===== src/rtl/out_buf_rd_drain_pkg.sv =====
// out_buf_rd_drain_pkg: drain FSM states, FIFO sizing helper and default PE column counts
`ifndef HW_LUT_PE_COLS
`define HW_LUT_PE_COLS 16
`endif
`ifndef HW_DSP_PE_COLS
`define HW_DSP_PE_COLS 8
`endif
package out_buf_rd_drain_pkg;
  typedef enum logic [2:0] {IDLE, BS, BP, DRAIN, ZERO} rd_state_e;
  function automatic int ob_fifo_depth(input int rd_lat);
    return rd_lat + 2;
  endfunction
endpackage


===== src/rtl/out_buf_rd_drain_if.sv =====
// out_buf_rd_drain_if: valid/ready output stream toward the output DMA
interface out_buf_rd_drain_if #(parameter int DATA_W = 64);
  logic [DATA_W-1:0] m_data;
  logic m_valid;
  logic m_ready;
  logic m_last;
  modport master (output m_data, m_valid, m_last, input m_ready);
  modport slave (input m_data, m_valid, m_last, output m_ready);
endinterface


===== src/rtl/ob_rd_fifo.sv =====
// ob_rd_fifo: small synchronous FIFO with occupancy count; caller never pushes when full
module ob_rd_fifo #(
  parameter int W = 65,
  parameter int DEPTH = 3,
  localparam int PW = (DEPTH > 1) ? $clog2(DEPTH) : 1,
  localparam int CW = $clog2(DEPTH + 1)
) (
  input  logic          clk,
  input  logic          rst_n,
  input  logic          push,
  input  logic [W-1:0]  din,
  input  logic          pop,
  output logic [W-1:0]  dout,
  output logic          empty,
  output logic [CW-1:0] cnt
);
  logic [W-1:0] mem [DEPTH];
  logic [PW-1:0] wr_ptr, rd_ptr;
  function automatic logic [PW-1:0] inc(input logic [PW-1:0] p);
    return (p == PW'(DEPTH - 1)) ? '0 : p + 1'b1;
  endfunction
  always_ff @(posedge clk) begin
    if (push) mem[wr_ptr] <= din;
  end
  always_ff @(posedge clk) begin
    if (!rst_n) begin
      wr_ptr <= '0;
      rd_ptr <= '0;
      cnt <= '0;
    end else begin
      if (push) wr_ptr <= inc(wr_ptr);
      if (pop) rd_ptr <= inc(rd_ptr);
      cnt <= cnt + CW'(push) - CW'(pop);
    end
  end
  assign dout = mem[rd_ptr];
  assign empty = cnt == '0;
endmodule


===== src/rtl/out_buf_rd_drain.sv =====
// out_buf_rd_drain: drains BS then BP output buffers per tile onto a valid/ready stream.
// Defining HW_OB_RD_STALL_CNT_EN adds the rd_stall_cnt back-pressure cycle counter.
module out_buf_rd_drain
  import out_buf_rd_drain_pkg::*;
#(
  parameter int BS_COLS = `HW_LUT_PE_COLS,
  parameter int BP_COLS = `HW_DSP_PE_COLS,
  parameter int ADDR_W = 16,
  parameter int DATA_W = 64,
  parameter int RD_LAT = 1
) (
  input  logic                       clk,
  input  logic                       rst_n,
  input  logic [15:0]                bs_rd_times,
  input  logic [15:0]                bp_rd_times,
  input  logic                       rd_tile_start,
  output logic                       bs_out_buf_rd_vld,
  output logic [2:0]                 bs_out_buf_rd_en,
  output logic [BS_COLS*ADDR_W-1:0]  bs_out_buf_rd_addr,
  input  logic [DATA_W-1:0]          bs_out_buf_rd_data,
  output logic                       bp_out_buf_rd_vld,
  output logic [2:0]                 bp_out_buf_rd_en,
  output logic [BP_COLS*ADDR_W-1:0]  bp_out_buf_rd_addr,
  input  logic [DATA_W-1:0]          bp_out_buf_rd_data,
  out_buf_rd_drain_if.master         m,
  output logic                       rd_busy,
  output logic                       rd_tile_end
`ifdef HW_OB_RD_STALL_CNT_EN
  , output logic [31:0]              rd_stall_cnt
`endif
);
  localparam int DEPTH = ob_fifo_depth(RD_LAT);
  localparam int CW = $clog2(DEPTH + 1);
  localparam int BS_BANKS = BS_COLS / 8;
  localparam int BP_BANKS = BP_COLS / 4;
  rd_state_e state, state_d;
  logic [15:0] bs_n, bp_n, idx;
  logic [RD_LAT-1:0] sr_vld, sr_src, sr_last;
  logic bs_end, bp_end, credit, issue, last_in, pop, end_q, fifo_empty;
  logic [CW-1:0] fifo_cnt;
  logic [DATA_W:0] fifo_dout;
  always_comb begin
    bs_end = idx == bs_n - 16'd1;
    bp_end = idx == bp_n - 16'd1;
    pop = m.m_valid && m.m_ready;
    // reads in flight plus queued beats must never exceed the FIFO depth
    credit = 8'($countones(sr_vld)) + 8'(fifo_cnt) - 8'(pop) < 8'(DEPTH);
    issue = (state == BS || state == BP) && credit;
    last_in = (state == BP) ? bp_end : (bs_end && bp_n == '0);
    state_d = state;
    case (state)
      IDLE:    if (rd_tile_start) state_d = (bs_rd_times != '0) ? BS : (bp_rd_times != '0) ? BP : ZERO;
      BS:      if (issue && bs_end) state_d = (bp_n != '0) ? BP : DRAIN;
      BP:      if (issue && bp_end) state_d = DRAIN;
      DRAIN:   if (sr_vld == '0 && fifo_empty) state_d = IDLE;
      ZERO:    state_d = IDLE;
      default: state_d = IDLE;
    endcase
  end
  always_ff @(posedge clk) begin
    if (!rst_n) begin
      state <= IDLE;
      bs_n <= '0;
      bp_n <= '0;
      idx <= '0;
      sr_vld <= '0;
      sr_src <= '0;
      sr_last <= '0;
      end_q <= 1'b0;
    end else begin
      state <= state_d;
      if (state == IDLE && rd_tile_start) begin
        bs_n <= bs_rd_times;
        bp_n <= bp_rd_times;
      end
      if (issue) idx <= ((state == BS) ? bs_end : bp_end) ? '0 : idx + 16'd1;
      sr_vld <= RD_LAT'({sr_vld, issue});
      sr_src <= RD_LAT'({sr_src, state == BP});
      sr_last <= RD_LAT'({sr_last, issue && last_in});
      end_q <= pop && m.m_last;
    end
  end
  assign bs_out_buf_rd_vld = issue && state == BS;
  assign bp_out_buf_rd_vld = issue && state == BP;
  assign bs_out_buf_rd_en = bs_out_buf_rd_vld ? 3'(idx % BS_BANKS) : '0;
  assign bp_out_buf_rd_en = bp_out_buf_rd_vld ? 3'(idx % BP_BANKS) : '0;
  assign bs_out_buf_rd_addr = bs_out_buf_rd_vld ? {BS_COLS{ADDR_W'(idx)}} : '0;
  assign bp_out_buf_rd_addr = bp_out_buf_rd_vld ? {BP_COLS{ADDR_W'(idx)}} : '0;
  ob_rd_fifo #(.W(DATA_W + 1), .DEPTH(DEPTH)) u_fifo (
    .clk   (clk),
    .rst_n (rst_n),
    .push  (sr_vld[RD_LAT-1]),
    .din   ({sr_last[RD_LAT-1], sr_src[RD_LAT-1] ? bp_out_buf_rd_data : bs_out_buf_rd_data}),
    .pop   (pop),
    .dout  (fifo_dout),
    .empty (fifo_empty),
    .cnt   (fifo_cnt)
  );
  assign m.m_valid = !fifo_empty;
  assign m.m_data = m.m_valid ? fifo_dout[DATA_W-1:0] : '0;
  assign m.m_last = m.m_valid && fifo_dout[DATA_W];
  assign rd_busy = state != IDLE;
  assign rd_tile_end = end_q || state == ZERO;
`ifdef HW_OB_RD_STALL_CNT_EN
  always_ff @(posedge clk) begin
    if (!rst_n || (state == IDLE && rd_tile_start)) rd_stall_cnt <= '0;
    else if (m.m_valid && !m.m_ready && !(&rd_stall_cnt)) rd_stall_cnt <= rd_stall_cnt + 32'd1;
  end
`endif
endmodule


===== src/flat_wrapper.sv =====
// flat-port wrapper written by rule: the top's interface ports become plain ports
module out_buf_rd_drain_flat import out_buf_rd_drain_pkg::*;
#(
  parameter int BS_COLS = `HW_LUT_PE_COLS,
  parameter int BP_COLS = `HW_DSP_PE_COLS,
  parameter int ADDR_W = 16,
  parameter int DATA_W = 64,
  parameter int RD_LAT = 1
)
  (clk, rst_n, bs_rd_times, bp_rd_times, rd_tile_start, bs_out_buf_rd_vld, bs_out_buf_rd_en, bs_out_buf_rd_addr, bs_out_buf_rd_data, bp_out_buf_rd_vld, bp_out_buf_rd_en, bp_out_buf_rd_addr, bp_out_buf_rd_data, rd_busy, rd_tile_end, m_m_data, m_m_valid, m_m_last, m_m_ready);
  out_buf_rd_drain_if #(.DATA_W(DATA_W)) m_i ();
  input  logic clk;
  input  logic rst_n;
  input  logic [15:0] bs_rd_times;
  input  logic [15:0] bp_rd_times;
  input  logic rd_tile_start;
  output logic bs_out_buf_rd_vld;
  output logic [2:0] bs_out_buf_rd_en;
  output logic [BS_COLS*ADDR_W-1:0] bs_out_buf_rd_addr;
  input  logic [DATA_W-1:0] bs_out_buf_rd_data;
  output logic bp_out_buf_rd_vld;
  output logic [2:0] bp_out_buf_rd_en;
  output logic [BP_COLS*ADDR_W-1:0] bp_out_buf_rd_addr;
  input  logic [DATA_W-1:0] bp_out_buf_rd_data;
  output logic rd_busy;
  output logic rd_tile_end;
  output wire logic [$bits(m_i.m_data)-1:0] m_m_data;
  output wire logic [$bits(m_i.m_valid)-1:0] m_m_valid;
  output wire logic [$bits(m_i.m_last)-1:0] m_m_last;
  input wire logic [$bits(m_i.m_ready)-1:0] m_m_ready;
  assign m_m_data = m_i.m_data;
  assign m_m_valid = m_i.m_valid;
  assign m_m_last = m_i.m_last;
  assign m_i.m_ready = m_m_ready;
  out_buf_rd_drain #(.BS_COLS(BS_COLS), .BP_COLS(BP_COLS), .ADDR_W(ADDR_W), .DATA_W(DATA_W), .RD_LAT(RD_LAT)) u_core (.clk(clk), .rst_n(rst_n), .bs_rd_times(bs_rd_times), .bp_rd_times(bp_rd_times), .rd_tile_start(rd_tile_start), .bs_out_buf_rd_vld(bs_out_buf_rd_vld), .bs_out_buf_rd_en(bs_out_buf_rd_en), .bs_out_buf_rd_addr(bs_out_buf_rd_addr), .bs_out_buf_rd_data(bs_out_buf_rd_data), .bp_out_buf_rd_vld(bp_out_buf_rd_vld), .bp_out_buf_rd_en(bp_out_buf_rd_en), .bp_out_buf_rd_addr(bp_out_buf_rd_addr), .bp_out_buf_rd_data(bp_out_buf_rd_data), .m(m_i), .rd_busy(rd_busy), .rd_tile_end(rd_tile_end));
endmodule

===== config.mk =====
export PLATFORM = sky130hd
export DESIGN_NAME = out_buf_rd_drain_flat
export DESIGN_NICKNAME = d
export VERILOG_FILES = /design/src/rtl/out_buf_rd_drain_pkg.sv /design/src/rtl/out_buf_rd_drain_if.sv /design/src/rtl/ob_rd_fifo.sv /design/src/rtl/out_buf_rd_drain.sv /design/src/flat_wrapper.sv
export SDC_FILE = /design/constraint.sdc
export NUM_CORES = 1
export LEC_CHECK = 0
export ABC_AREA = 1
export BUFFER_PORTS_ARGS = -buffer_cell sky130_fd_sc_hd__buf_2
export CAP_MARGIN = 40
export CORE_AREA = 2 2 240 242
export CTS_CLUSTER_DIAMETER = 50
export CTS_CLUSTER_SIZE = 20
export DETAILED_ROUTE_END_ITERATION = 7
export DIE_AREA = 0 0 242 244
export PLACE_DENSITY_LB_ADDON = 0.1
export SLEW_MARGIN = 20
export SYNTH_ARGS = -nofsm -noshare
export SYNTH_HDL_FRONTEND = slang
export SYNTH_HIERARCHICAL = 1
export SYNTH_SLANG_ARGS = --single-unit

===== constraint.sdc =====
create_clock -name clk -period 5.78 [get_ports clk]
set_input_delay 0.867 -clock clk [delete_from_list [all_inputs] [get_ports clk]]
set_output_delay 0.867 -clock clk [all_outputs]
set_load 0.005 [all_outputs]

## Word level (Yosys, flattened, before mapping)

Memory sizes are Yosys's and may differ from the RTL's. A register that Yosys moved wholly into a read port is not among the register bits.
Cells that the tools add are included.

| operators by class | value |
|---|---|
| bitwise operators | 1 |
| equality and inequality tests | 12 |
| magnitude comparators | 1 |
| reduce and logical (&&, ||, !) cells | 23 |
| add/sub/neg operators | 9 |
| muxes and demuxes | 23 |

Operators by type and width:

| operator | number |
|---|---|
| two-way mux 256 bit | 1 |
| two-way mux 128 bit | 1 |
| two-way mux 64 bit | 2 |
| nonzero test 16 bit | 3 |
| equality test 16 bit | 2 |
| subtractor 16 x 1 -> 16 bit, second input constant | 2 |
| two-way mux 3 bit | 6 |
| adder 16 x 1 -> 16 bit, second input constant | 1 |
| logical NOT 16 bit | 1 |
| two-way mux 16 bit | 1 |
| logical AND 1 bit | 12 |
| case mux 3 bit (4 select lines) | 1 |
| less-than comparator 8 x 2 -> 1 bit, second input constant | 1 |
| two-way mux 2 bit | 4 |
| subtractor 8 x 1 -> 8 bit | 1 |
| two-way mux 1 bit | 7 |
| equality test 3 x 2 -> 1 bit, second input constant | 2 |
| adder 2 x 1 -> 2 bit, second input constant | 2 |
| equality test 2 bit, second input constant | 2 |
| inequality test 2 x 1 -> 1 bit, second input constant | 2 |
| inequality test 2 bit, second input constant | 2 |
| AND reduction 4 bit | 1 |
| adder 1 x 2 -> 3 bit | 1 |
| equality test 3 x 1 -> 1 bit, second input constant | 1 |
| other kinds (9) | 10 |

| storage, ports and cells | value |
|---|---|
| memory bits (writable) | 195 |
| output and inout bits | 460 |
| input bits | 164 |
| flip-flop bits (word level) | 61 |
| word-level logic and storage cells | 81 |
| memories kept | 1 |

Memories:

| memory | words | width | rd ports | clocked after memory_dff | write ports | line | source |
|---|---|---|---|---|---|---|---|
| u_core.u_fifo.mem | 3 | 65 | 1 | 1 | 1 | ob_rd_fifo.sv:17 | `logic [W-1:0] mem [DEPTH];` |

## Logic depth before layout (Yosys ltp)

Gate-level depths: netlist of the first run.

| logic depth | value |
|---|---|
| depth after elaboration | 9 |
| gate-level depth with buffers | 22 |
| depth with buffers taken out | 19 |

## Modules after synthesis

The synthesis of the first run kept the hierarchy.

By module, submodules not included:

| module | cells each | instances | sequential area each (µm²) | area each (µm²) |
|---|---|---|---|---|
| out_buf_rd_drain | 1,251 | 1 | 1,101.1 | 8,151.6 |
| ob_rd_fifo | 527 | 1 | 6,015.8 | 7,543.5 |

## Worst setup path before layout of the first run

Ideal clock, no wire load.

| timing | value |
|---|---|
| kind | reg2reg |
| start | register u_core.sr_vld |
| end | memory u_core.u_fifo.mem[2][0] (enable) |
| clock period less this slack | 5.498 ns |
| required time | 5.212 ns |
| data arrival time | 4.929 ns |
| cell stages (with the launch flop) | 3 |
| setup slack | 0.282 ns |
| path buffers | 0 |
| setup time | 0.568 ns |
| path through | dfxtp_1 inv_1 nor3_1 |

| between the ends | value |
|---|---|
| longest elaborated chain between the ends | 2 |

RTL lines:

| what | line | source |
|---|---|---|
| start: declaration | out_buf_rd_drain.sv:38 | `logic [RD_LAT-1:0] sr_vld, sr_src, sr_last;` |
| start signal: assignment | out_buf_rd_drain.sv:77 | `sr_vld <= RD_LAT'({sr_vld, issue});` |
| two-way mux 1 bit | ob_rd_fifo.sv:23 | `if (push) mem[wr_ptr] <= din;` |
| two-way mux 1 bit (implied by the code) | ob_rd_fifo.sv:23 |  |
| end: declaration | ob_rd_fifo.sv:17 |  |

No other way between the ends.

## Worst setup path in the final report of the first run

| timing | value |
|---|---|
| start | register u_core.u_fifo.cnt[1] |
| end | output bp_out_buf_rd_addr[9] |

| between the ends | value |
|---|---|
| longest elaborated chain between the ends | 8 |
| elaborated cells between the ends (all ways) | 9 |
| those cells by class | add/sub: 2; order compare: 1; mux: 1; reduce/logical: 5 |

RTL lines:

| what | line | source |
|---|---|---|
| start: declaration | ob_rd_fifo.sv:15 | `output logic [CW-1:0] cnt` |
| start signal: assignment | ob_rd_fifo.sv:33 | `cnt <= cnt + CW'(push) - CW'(pop);` |
| logical NOT 2 bit | ob_rd_fifo.sv:37 | `assign empty = cnt == '0;` |
| via u_core.fifo_empty | out_buf_rd_drain.sv:39 | `logic bs_end, bp_end, credit, issue, last_in, pop, end_q, fifo_empty;` |
| logical NOT 1 bit | out_buf_rd_drain.sv:99 | `assign m.m_valid = !fifo_empty;` |
| logical AND 1 bit | out_buf_rd_drain.sv:45 | `pop = m.m_valid && m.m_ready;` |
| via u_core.pop | out_buf_rd_drain.sv:39 |  |
| subtractor 8 x 1 -> 8 bit | out_buf_rd_drain.sv:47 | `credit = 8'($countones(sr_vld)) + 8'(fifo_cnt) - 8'(pop) < 8'(DEPTH);` |
| less-than comparator 8 x 2 -> 1 bit | out_buf_rd_drain.sv:47 |  |
| logical AND 1 bit | out_buf_rd_drain.sv:48 | `issue = (state == BS \|\| state == BP) && credit;` |
| logical AND 1 bit | out_buf_rd_drain.sv:84 | `assign bp_out_buf_rd_vld = issue && state == BP;` |
| two-way mux 128 bit | out_buf_rd_drain.sv:88 | `assign bp_out_buf_rd_addr = bp_out_buf_rd_vld ? {BP_COLS{ADDR_W'(idx)}} : '0;` |
| end: declaration | flat_wrapper.sv:23 | `output logic [BP_COLS*ADDR_W-1:0] bp_out_buf_rd_addr;` |

The timed path passes the listed nets, and every way through them passes these cells.

==> results.sh, run 1 <==
export IMPL_run_status="completed"
export IMPL_vdd_drop_max_v=0.000178
export IMPL_min_path_type="register to register"
export IMPL_synth_adder_area_share_pct=0.765
export IMPL_cts_htree_levels=2
export IMPL_wire_per_inst_um=17.2
export IMPL_area_growth_synth_to_final_pct=18.0
export IMPL_cts_post_setup_buffers_inserted=0
export IMPL_fin_crit_sh_pct=86.6
export IMPL_power_total_mw=7.52
export IMPL_ctsResizeCount=0
export IMPL_floorplan_initialDensity_pct=27.9
export IMPL_setup_tns_final_ns=0
export IMPL_tritoncts_num_buffers=39
export IMPL_ys_ff_latch=258
export IMPL_detail_route_drc_violations=0
export IMPL_rsz0062_at_grt="false"
export IMPL_timing_critical_path_required_ns=4.91
export IMPL_synth_top_area_share_pct=37.3
export IMPL_detailedRoute_firstPassIterationCount=5
export IMPL_final_antenna_net_count=0
export IMPL_main_combinational_cell_family_by_area_after_synthesis="buffers and inverters"
export IMPL_cts_reportedPaths_clkPinSlew_ns=0.05
export IMPL_clockBufferDepth=3
export IMPL_path_max_fanout=16
export IMPL_grt_pass1_vias=11600
export IMPL_synthSimpleGateAreaFrac_pct=16.5
export IMPL_yosys_warnings=6
export IMPL_tightest_slew_margin_relative_to_the_limit_pct=52.4
export IMPL_crit_type="register to output port"
export IMPL_place_detailed_hpwl_um=35900
export IMPL_yosysUniqueCellTypes=43
export IMPL_setup_ws_ns=0.772
export IMPL_dr_total_vias=12000
export IMPL_ctsHoldBuffers=0
export IMPL_maximum_number_of_pins_on_one_net_before_global_route_repair=59
export IMPL_post_route_min_period_ns=5.01
export IMPL_grt_overflow_total=0
export IMPL_placed_cell_area_um2=17200
export IMPL_synth_mux_area_share_pct=4.59
export IMPL_timing_worst_slew_pin_value_ns=0.707
export IMPL_power_leakage_nw=9.08
export IMPL_fp_dieW_um=242
export IMPL_die_area_um2=59000
export IMPL_dp_slack_ns=0.820
export IMPL_cts_root_buf="sky130_fd_sc_hd__clkbuf_16"
export IMPL_report_final_slew_viol_count=0
export IMPL_synth_compound_area_share_pct=7.01
export IMPL_postRouteWirelength_um=49000
export IMPL_placement_io_buffers=619
export IMPL_finClkSkew_ns=0.0174
export IMPL_timing_critical_path_from_type="register"
export IMPL_io_pins=624
export IMPL_fin_area_um2=18500
export IMPL_chipHeight_um=244
export IMPL_clock_latency_ns=0.55
export IMPL_synth_cell_area_um2=15700
export IMPL_worst_endpoint_arrival_ns=4.14
export IMPL_antenna_found_initial=1
export IMPL_final_cell_mix="sky130_fd_sc_hd__buf_2, sky130_fd_sc_hd__nor2_1, sky130_fd_sc_hd__nand2_1"
export IMPL_final_common_cell="sky130_fd_sc_hd__buf_2"
export IMPL_gp_congestion=0.854
export IMPL_synth_top_cell_by_area="sky130_fd_sc_hd__edfxtp_1"
export IMPL_power_density_nw_per_um2=406
export IMPL_timing_critical_path_to_type="output port"
export IMPL_synth_xor_area_share_pct=2.28
export IMPL_netlist_top_cells_area="sky130_fd_sc_hd__edfxtp_1, sky130_fd_sc_hd__buf_4, sky130_fd_sc_hd__dfxtp_1, sky130_fd_sc_hd__nor2_1, sky130_fd_sc_hd__a21oi_1"
export IMPL_drive_gt1_share_pct=40.2
export IMPL_fmaxAchievable_ghz=0.200
export IMPL_number_of_nets_in_the_layout=2233
export IMPL_netlist_instances=1778
export IMPL_drtIter0Drc=573
export IMPL_placementRows=87
export IMPL_finalHoldViolations=0
export IMPL_route_detailed_vias_per_inst=4.23
export IMPL_syn_mean_instance_area_um2=8.83
export IMPL_groute_usage_overall_pct=16.0
export IMPL_final_core_utilization_pct=33.0
export IMPL_antennaDiodeCount=0
export IMPL_core_region_area_um2=56200
export IMPL_grt_pass1_wl_um=72800
export IMPL_synth_seq_area_share_pct=45.3
export IMPL_rrSetupSlack_ns=2.10
export IMPL_cts_tree="built"
export IMPL_setup_viol=0
export IMPL_clock_sink_count=258
export IMPL_maxCapViolCount=0
-- registers in the layout, summed over array words and instances (netlist names), named ones only --
| register | count |
|---|---|
| u_core/u_fifo/wr_ptr | 2 |
| u_core/u_fifo/mem | 195 |
| u_core/idx | 16 |
| u_core/state | 3 |
| u_core/bs_n | 16 |
| u_core/bp_n | 16 |
| u_core/sr_vld | 1 |
| u_core/sr_src | 1 |
| u_core/end_q | 1 |
| u_core/u_fifo/cnt | 2 |
| u_core/u_fifo/rd_ptr | 2 |
| u_core/sr_last | 1 |
-- worst max-delay path, cell delays in order, from the launching register on --
cell and delay [ns]:
sky130_fd_sc_hd__dfxtp_1 0.45, sky130_fd_sc_hd__nor2_4 0.07, sky130_fd_sc_hd__nor2_1 0.32, sky130_fd_sc_hd__ha_1 0.29, sky130_fd_sc_hd__inv_1 0.05, sky130_fd_sc_hd__ha_1 0.17
sky130_fd_sc_hd__fa_1 0.43, sky130_fd_sc_hd__nand2_1 0.06, sky130_fd_sc_hd__o21ai_0 0.10, sky130_fd_sc_hd__nor2_1 0.12, sky130_fd_sc_hd__nand2_1 0.15, sky130_fd_sc_hd__nor2_1 0.22
sky130_fd_sc_hd__inv_1 0.30, sky130_fd_sc_hd__nor2_1 0.58, sky130_fd_sc_hd__buf_2 0.27
-- power by group --
part           internal (mW)  switching (mW)
Combinational          0.943            1.68
Clock                   1.55           0.918
Sequential              2.30           0.131
Total                   4.79            2.73
-- layout make-up --
type                            instances  area, µm²
Clock buffer                           41       1000
Sequential cell                       258       7120
Tap cell                              756        946
Fill cell                            5989      37600
Multi-Input combinational cell        935       4910
Inverter                              167        629
Timing Repair Buffer                  659       3550
Clock inverter                         29        360
-- cells by family (layout without fill, tap and decap cells) --
kind of cell               Yosys count  in the layout
xor gates and xnor gates            40             40
AOI/OAI and AO/OA                  217            217
and+or+nand+nor                    601            601
DFF                                258            258
buffers and inverters              588            896
adders and majority gates            9              9
muxes                               64             64
other                                1              4
-- path summary, 6_finish.rpt --
kind / from / end / cells after the start
setup / recovery: u_core/u_fifo/cnt[1]$_SDFF_PN0_ / bp_out_buf_rd_addr[9] / 14
hold / removal: u_core/sr_last$_SDFF_PN0_ / u_core/u_fifo/mem[2][64]$_DFFE_PP_ / 0
setup reg to reg: u_core/u_fifo/cnt[1]$_SDFF_PN0_ / u_core/idx[9]$_SDFFE_PN0P_ / 17
hold reg to reg: u_core/sr_last$_SDFF_PN0_ / u_core/u_fifo/mem[2][64]$_DFFE_PP_ / 0
-- synth_stat cells --
library cell	number
sky130_fd_sc_hd__a21oi_1	172
sky130_fd_sc_hd__a21oi_2	1
sky130_fd_sc_hd__a22o_1	1
sky130_fd_sc_hd__and2_1	1
sky130_fd_sc_hd__and3_1	1
sky130_fd_sc_hd__buf_1	3
sky130_fd_sc_hd__buf_2	5
sky130_fd_sc_hd__buf_4	374
sky130_fd_sc_hd__buf_6	8
sky130_fd_sc_hd__buf_8	1
sky130_fd_sc_hd__clkbuf_1	29
sky130_fd_sc_hd__clkbuf_2	1
sky130_fd_sc_hd__conb_1	1
sky130_fd_sc_hd__dfxtp_1	63
sky130_fd_sc_hd__edfxtp_1	195
sky130_fd_sc_hd__fa_1	1
sky130_fd_sc_hd__ha_1	8
sky130_fd_sc_hd__inv_1	162
sky130_fd_sc_hd__inv_2	5
sky130_fd_sc_hd__mux2_2	64
sky130_fd_sc_hd__nand2_1	227
sky130_fd_sc_hd__nand2_2	4
sky130_fd_sc_hd__nand3_1	55
sky130_fd_sc_hd__nand3_2	6
sky130_fd_sc_hd__nand3_4	1
sky130_fd_sc_hd__nand3b_1	7
sky130_fd_sc_hd__nand4_1	15
sky130_fd_sc_hd__nor2_1	242
sky130_fd_sc_hd__nor2_2	19
sky130_fd_sc_hd__nor2_4	3
sky130_fd_sc_hd__nor2_8	1
sky130_fd_sc_hd__nor2b_1	1
sky130_fd_sc_hd__nor3_1	5
sky130_fd_sc_hd__nor3_2	1
sky130_fd_sc_hd__nor4_1	9
sky130_fd_sc_hd__o2111ai_1	1
sky130_fd_sc_hd__o21ai_0	40
sky130_fd_sc_hd__o21ai_1	1
sky130_fd_sc_hd__o21bai_1	1
sky130_fd_sc_hd__or2_2	3
sky130_fd_sc_hd__xnor2_1	18
sky130_fd_sc_hd__xor2_1	21
sky130_fd_sc_hd__xor2_2	1
-- routing by layer --
| layer | wire length, µm | part of all wire (%) | GRT usage (%) |
|---|---|---|---|
| met1 | 22200 | 45 | 20.8 |
| met2 | 23600 | 48 | 27.5 |
| met3 | 2210 | 4.5 | 2.58 |
| met4 | 905 | 1.8 | 4.27 |
| met5 | 0 | 0 | 0 |
-- metrics by stage --
step           hold WS, ns  instances
2_1_floorplan        0.421       1781
3_3_place_gp         0.443       2767
3_5_place_dp         0.444       2775
4_1_cts              0.456       2845
5_1_grt              0.475       2845
6_report             0.451       2845
Power figures use the tool's default switching activity.
==> run 2: changes to the inputs <==
CORE_AREA = 2 2 242 244   (was 2 2 240 242)
DIE_AREA = 0 0 244 246   (was 0 0 242 244)
clock period = 6.18 ns   (was 5.78 ns; I/O delays follow)
==> results.sh, run 2 (synthesis results as in run 1) <==
export IMPL_final_cell_mix="sky130_fd_sc_hd__buf_2, sky130_fd_sc_hd__nor2_1, sky130_fd_sc_hd__nand2_1"
export IMPL_fp_dieW_um=244
export IMPL_drive_gt1_share_pct=39.8
export IMPL_finClkSkew_ns=0.0120
export IMPL_report_final_slew_viol_count=0
export IMPL_core_region_area_um2=57400
export IMPL_die_area_um2=60000
export IMPL_area_growth_synth_to_final_pct=17.2
export IMPL_registers_top_by_ff_count="u_core/u_fifo/mem"
export IMPL_placementRows=88
export IMPL_detailedRoute_firstPassIterationCount=4
export IMPL_cts_htree_levels=2
export IMPL_placement_io_buffers=619
export IMPL_cts_reportedPaths_clkPinSlew_ns=0.04
export IMPL_setup_viol=0
export IMPL_place_detailed_hpwl_um=36600
export IMPL_hold_path_startpoint="u_core/sr_last$_SDFF_PN0_"
export IMPL_wl_met3_um=2450
export IMPL_number_of_nets_in_the_layout=2222
export IMPL_n_fill_cell=6117
export IMPL_tritoncts_num_buffers=38
export IMPL_final_common_cell="sky130_fd_sc_hd__buf_2"
export IMPL_wire_per_inst_um=17.6
export IMPL_fmaxAchievable_ghz=0.192
export IMPL_cts_root_buf="sky130_fd_sc_hd__clkbuf_16"
export IMPL_crit_path_start="m_m_ready"
export IMPL_hold_slack_ns=0.456
export IMPL_maximum_number_of_pins_on_one_net_before_global_route_repair=62
export IMPL_antenna_found_initial=9
export IMPL_antennaDiodeCount=0
export IMPL_postRouteWirelength_um=50000
export IMPL_vdd_drop_max_v=0.000184
export IMPL_final_antenna_net_count=0
export IMPL_gp_congestion=0.826
export IMPL_power_density_nw_per_um2=377
export IMPL_grt_pass1_wl_um=70800
export IMPL_rsz0062_at_grt="false"
export IMPL_rr_startpoint="u_core/u_fifo/cnt[1]$_SDFF_PN0_"
export IMPL_worst_endpoint_arrival_ns=4.29
export IMPL_grt_pass1_vias=10900
export IMPL_maxCapViolCount=0
export IMPL_ctsResizeCount=0
export IMPL_timing_critical_path_required_ns=5.25
export IMPL_cts_tree="built"
export IMPL_timing_critical_path_to_type="output port"
export IMPL_power_leakage_nw=9.00
export IMPL_m1WireLength_um=22800
export IMPL_timing_worst_slew_pin_value_ns=0.870
export IMPL_clock_latency_ns=0.54
export IMPL_setup_tns_final_ns=0
export IMPL_timing_critical_path_from_type="input port"
export IMPL_dr_total_vias=12000
export IMPL_placedCellCount=2770
export IMPL_number_of_flip_flops_under_the_largest_register_name=195
export IMPL_groute_usage_overall_pct=15.7
export IMPL_run_status="completed"
export IMPL_io_pins=624
export IMPL_grt_overflow_total=0
export IMPL_ctsHoldBuffers=0
export IMPL_route_met2_wl_um=23800
export IMPL_path_max_fanout=16
export IMPL_finalHoldViolations=0
export IMPL_chipHeight_um=246
export IMPL_post_route_min_period_ns=5.22
export IMPL_route_detailed_vias_per_inst=4.23
export IMPL_tightest_slew_margin_relative_to_the_limit_pct=41.8
export IMPL_min_path_type="register to register"
export IMPL_floorplan_initialDensity_pct=27.4
export IMPL_cts_post_setup_buffers_inserted=0
export IMPL_drtIter0Drc=594
export IMPL_detail_route_drc_violations=0
export IMPL_fin_crit_sh_pct=84.4
export IMPL_crit_type="input port to output port"
export IMPL_count_of_placed_standard_cells_in_the_final_layout_fillers_left_out=2843
export IMPL_route_top_layer_used="met4"
export IMPL_clock_sink_count=258
export IMPL_clockBufferDepth=3
[run 2: report_power, final]
group	leakage (nW)	total (mW)	switching, mW	internal, mW
Sequential	2.28	2.28	0.124	2.15
Clock	0.636	2.22	0.826	1.40
Combinational	6.09	2.44	1.58	0.858
[run 2: metrics by stage]
stage / utilization [%] / instance area, µm² / setup WS (ns) / total power, mW
global route: 32.1 / 18400 / 0.631 / 7.41
detailed placement: 29.7 / 17100 / 0.793 / 4.80
global placement: 29.3 / 16800 / 0.715 / 4.73
finish: 32.1 / 18400 / 0.962 / 6.94
CTS: 32.0 / 18400 / 0.767 / 7.07
floorplan: - / 15700 / 0.682 / 3.92
[run 2: worst paths after layout]
check	end	slack, ns	cells past startpoint
hold reg to reg	u_core/u_fifo/mem[1][64]$_DFFE_PP_	0.46	0
setup reg to reg	u_core/idx[13]$_SDFFE_PN0P_	2.63	18
setup / recovery	bp_out_buf_rd_addr[102]	0.96	16
hold / removal	u_core/u_fifo/mem[1][64]$_DFFE_PP_	0.46	0
[run 2: final cells by class]
| cell class | instances | area, µm² | share of cell area, % |
|---|---|---|---|
| clock inverter | 24 | 263 | 1.43 |
| inverter | 167 | 629 | 3.42 |
| multi-input combinational | 935 | 4910 | 26.7 |
| clock buffer | 45 | 1050 | 5.71 |
| sequential | 258 | 7120 | 38.7 |
| tap | 765 | 957 | 5.20 |
| timing repair buffer | 649 | 3460 | 18.8 |
[run 2: worst max-delay path, cell delays in order]
cell and delay (ns):
sky130_fd_sc_hd__buf_2 0.12, sky130_fd_sc_hd__inv_1 0.06, sky130_fd_sc_hd__nor2_1 0.31, sky130_fd_sc_hd__ha_1 0.30
sky130_fd_sc_hd__inv_1 0.06, sky130_fd_sc_hd__ha_1 0.18, sky130_fd_sc_hd__fa_1 0.43, sky130_fd_sc_hd__nand2_1 0.06
sky130_fd_sc_hd__o21ai_0 0.10, sky130_fd_sc_hd__nor2_1 0.12, sky130_fd_sc_hd__nand2_1 0.07, sky130_fd_sc_hd__buf_4 0.18
sky130_fd_sc_hd__nor2_1 0.13, sky130_fd_sc_hd__inv_1 0.35, sky130_fd_sc_hd__nor2_1 0.66, sky130_fd_sc_hd__buf_2 0.23
[run 2: layer usage]
layer / GRT usage (%) / vias up
li1: - / 5966
met1: 21.4 / 5629
met2: 26.1 / 376
met3: 2.11 / 52
met4: 4.25 / 0
met5: 0 / -
